<file path="src/rtl/rr_arb4_sel.sv">
// Four-channel round-robin arbiter that drives a 2-bit select with a registered valid.
// Each grant can be capped by a per-grant cycle budget.
module rr_arb4_sel #(
    parameter int unsigned TIMEOUT = 15
) (
    input  logic       clk,
    input  logic       rst,
    input  logic [3:0] req,
    input  logic       done,
    output logic [1:0] sel,
    output logic       grant_valid,
    output logic       timeout
);

    localparam int unsigned NCH = 4;
    localparam int unsigned CW  = 8;
    localparam int unsigned PW  = 2;

    // Compare value for the forced release; unused when the budget is disabled.
    localparam logic [CW-1:0] TO_LAST = CW'(TIMEOUT - 1);
    localparam logic          TO_EN   = (TIMEOUT != 0);

    typedef enum logic {
        IDLE,
        GRANT
    } state_t;

    state_t          state;
    state_t          state_next;
    logic [PW-1:0]   ptr;
    logic [PW-1:0]   ptr_next;
    logic [PW-1:0]   sel_next;
    logic [CW-1:0]   cnt;
    logic [CW-1:0]   cnt_next;
    logic            gv_next;
    logic            to_next;
    logic [PW-1:0]   pick;
    logic [PW-1:0]   idx;
    logic            found;

    // First requesting channel at or after ptr, wrapping modulo 4.
    always_comb begin
        found = 1'b0;
        pick  = ptr;
        idx   = ptr;
        for (int i = 0; i < NCH; i++) begin
            idx = ptr + PW'(i);
            if (!found && req[idx]) begin
                found = 1'b1;
                pick  = idx;
            end
        end
    end

    always_comb begin
        state_next = state;
        sel_next   = sel;
        ptr_next   = ptr;
        cnt_next   = cnt;
        gv_next    = 1'b0;
        to_next    = 1'b0;
        case (state)
            IDLE: begin
                if (found) begin
                    state_next = GRANT;
                    sel_next   = pick;
                    cnt_next   = '0;
                    gv_next    = 1'b1;
                end
            end
            GRANT: begin
                cnt_next = (cnt == {CW{1'b1}}) ? cnt : cnt + CW'(1);
                // A coincident done wins over the budget, so no timeout pulse then.
                if (done) begin
                    state_next = IDLE;
                    ptr_next   = sel + PW'(1);
                end else if (TO_EN && (cnt == TO_LAST)) begin
                    state_next = IDLE;
                    ptr_next   = sel + PW'(1);
                    to_next    = 1'b1;
                end else begin
                    gv_next = 1'b1;
                end
            end
            default: begin
                state_next = IDLE;
            end
        endcase
    end

    always_ff @(posedge clk) begin
        if (rst) begin
            state       <= IDLE;
            sel         <= '0;
            ptr         <= '0;
            cnt         <= '0;
            grant_valid <= 1'b0;
            timeout     <= 1'b0;
        end else begin
            state       <= state_next;
            sel         <= sel_next;
            ptr         <= ptr_next;
            cnt         <= cnt_next;
            grant_valid <= gv_next;
            timeout     <= to_next;
        end
    end

    a_timeout_not_valid: assert property (@(posedge clk) disable iff (rst)
        timeout |-> !grant_valid);

    a_valid_tracks_state: assert property (@(posedge clk) disable iff (rst)
        grant_valid == (state == GRANT));

endmodule

</file>
<file path="config.mk">
export PLATFORM = sky130hd
export DESIGN_NAME = rr_arb4_sel
export DESIGN_NICKNAME = d
export VERILOG_FILES = /design/src/rtl/rr_arb4_sel.sv
export SDC_FILE = /design/constraint.sdc
export NUM_CORES = 1
export LEC_CHECK = 0
export CORE_ASPECT_RATIO = 0.8
export CORE_UTILIZATION = 34
export CTS_CLUSTER_DIAMETER = 50
export CTS_CLUSTER_SIZE = 10
export DETAILED_ROUTE_END_ITERATION = 12
export SETUP_SLACK_MARGIN = 0.4
export SYNTH_ARGS = -nofsm -noshare
export SYNTH_HDL_FRONTEND = slang
export SYNTH_SLANG_ARGS = --single-unit
</file>
<file path="constraint.sdc">
create_clock -name clk -period 3.86 [get_ports clk]
set_input_delay 0.579 -clock clk [delete_from_list [all_inputs] [get_ports clk]]
set_output_delay 0.579 -clock clk [all_outputs]
set_load 0.05 [all_outputs]
</file>
==> results.yml <==
status:
  status: "finished, final reports clean"
timing:
  post-route-period-util_pct: 63.4
  setup_viol: 0
  maxSlewViolCount: 0
  maxSlewHeadroom_pct: 63.9
  max_freq_ghz: 0.409
  hold_slack_ns: 0.513
  worstMarginPinSlew_ns: 0.540
  finalClockSkew_ns: 0.00135
  report.final.hold_viol_count: 0
  rsz0062_at_grt: "false"
  final.setup.tns_ns: 0
  layout_min_cycle_time_ns: 2.45
  worst_slack_ns: 1.41
die:
  rows: 15
  die_h_um: 46.7
  core-area_um2: 2250
  die_x_um: 57.9
  dieArea_um2: 2700
  io_pins: 11
  start_util_pct: 37.7
drt:
  num_vias: 771
  drt_wl_total_um: 1910
  drc_errors: 0
  ant_nets: 0
  vias_per_cell: 5.84
  post_drt_wl_per_cell_um: 14.4
  drtPass1Iterations: 4
  drt-initial-drc-count: 28
place:
  hpwl_um: 1370
  numPortBuffers: 10
  place_inst: 128
  pre_cts_slack_ns: 1.56
  placedInstanceArea_um2: 960
  gp_congestion: 0.737
final_layout:
  nets: 117
  design_area_um2: 996
  multi_input_area_um2: 518
  syn2layout_area_growth_pct: 17.2
  fin_util_pct: 44.2
  register_area_um2: 280
  final_cells: 132
  layout-drive-gt1-share_pct: 13.1
  n_antenna_cell: 0
  fill_cells: 235
global_route:
  grt_usage_pct: 15.7
  grt_overflow_total: 0
  grt_max_degree: 14
  antenna_found_initial: 0
  grt_pass1_vias: 632
  grt_pass1_wl_um: 3060
logic_synthesis:
  syn_inst: 96
  ys_seq_area_share_pct: 33.0
  synth_top_flop_cell: "dfxtp_1"
  synth_area_per_cell_um2: 8.85
  yosysWarnings: 0
  synth_edf_count: 0
  synth-seq-cells: 14
  synthesis.nets: 105
  synth_area_um2: 850
  synth.distinct_cells: 41
  async_reset_ff_share_pct: 0
worst_setup_path:
  cp_data_arrival_time_ns: 1.87
  cp_slowest_stage_delay_ns: 0.91
  cp-startpoint: "state"
  reg2regPathDepth: 6
  crit_slowest_cell: "clkdlybuf4s50_1"
  start_kind: "flip-flop"
  end_kind: "output port"
  r2r-start: "cnt[0]"
  path_delay_family: "buffers and inverters"
  cp.required_ns: 3.28
  path_cells: "clkdlybuf4s50_1"
  crit_path_end: "grant_valid"
  path_depth: 1
  crit_buf_inv: 1
  r2r_end: "cnt[6]"
  critPathKind: "flip-flop to output port"
  r2r_setup_slack_ns: 2.15
  timing.critical_path.fanout_max: 13
power_and_ir_drop:
  p_per_area_nw_per_um2: 333
  irDropWorstVdd_v: 0.000195
  finalPower_uw: 332
  leakagePower_nw: 0.342
clocking:
  clkLatencyLatePin_ns: 0.29
  cts_setup_buffers: 0
  cts_buffers: 3
  hold_buffers: 0
  cts_tree: "done"
  path_clk_slew_ns: 0.09
  cts_resized: 0
  cts_buffer_depth: 2
  h-tree-depth: 1
  clock-sinks: 14
  clockRootBuffer: "clkbuf_4"
min_path:
  min_path_type: "flip-flop to flip-flop"
  hold_start: "cnt[4]"
flow_run:
  maxCapViolations: 0
worst min-delay path by stage:
stage             end  slack, ns  depth (start not counted)
2_1_floorplan  cnt[4]       0.46                          2
3_3_place_gp   cnt[4]       0.49                          2
3_5_place_dp   cnt[4]       0.49                          2
4_1_cts        cnt[4]       0.51                          2
5_1_grt        sel[1]       0.56                          2
6_report       cnt[4]       0.51                          2
layer usage:
| layer | GRT usage [%] | wire length, um |
|---|---|---|
| met1 | 23.6 | 1080 |
| met2 | 19.1 | 742 |
| met3 | 6.74 | 84 |
| met4 | 5.71 | 0 |
| met5 | 0 | 0 |
synth_stat cells, types with 3 or more instances:
cell type | number | share of area [%]
dfxtp_1 | 14 | 33
a21oi_1 | 8 | 4.7
nand2_1 | 8 | 3.5
inv_1 | 6 | 2.7
a2111o_1 | 5 | 6.6
nand3_1 | 5 | 2.9
nand2b_1 | 3 | 2.2
nand4_1 | 3 | 2.2
state kept, by name, summed over array words and instances, names as in the netlist:
| signal | flops |
|---|---|
| cnt | 8 |
| sel | 2 |
| timeout | 1 |
| ptr | 2 |
| state | 1 |
logic make-up (layout without fill, tap and decap cells):
family	after synthesis	count (layout)	synth area share [%]
compound gates	35	35	30.9
mux	1	1	2.65
xor+xnor	1	1	1.03
buf+inv	10	21	6.04
fa+ha+maj	2	2	2.95
flops	14	14	33.0
simple gates	33	33	23.4
layout by cell type (no fill, tap or decap), types with 2 or more instances in the layout:
cell type	count
dfxtp_1	14
a21oi_2	2
o31ai_1	2
nand3_1	5
nor4_1	2
clkbuf_4	3
nand4_1	3
a311oi_1	2
and3_1	2
o211ai_1	2
a2111o_1	5
o2111ai_1	2
o21ai_1	2
nand2b_1	3
clkdlybuf4s50_1	10
inv_1	6
nand2_1	8
a21oi_1	8
o21a_1	2
ha_1	2
final cells by class:
type | count | area share [%]
Multi-Input combinational cell | 72 | 52.0
Inverter | 6 | 2.26
Tap cell | 25 | 3.14
Timing Repair Buffer | 11 | 10.8
Clock buffer | 4 | 3.64
Sequential cell | 14 | 28.1
where the power goes:
part           internal [mW]  total, mW  switching [mW]
sequential             0.150      0.160          0.0107
clock                 0.0575      0.110          0.0526
combinational         0.0257     0.0614          0.0357
total                  0.233      0.332          0.0990
Note: power is estimated with default switching activity, not from simulation.
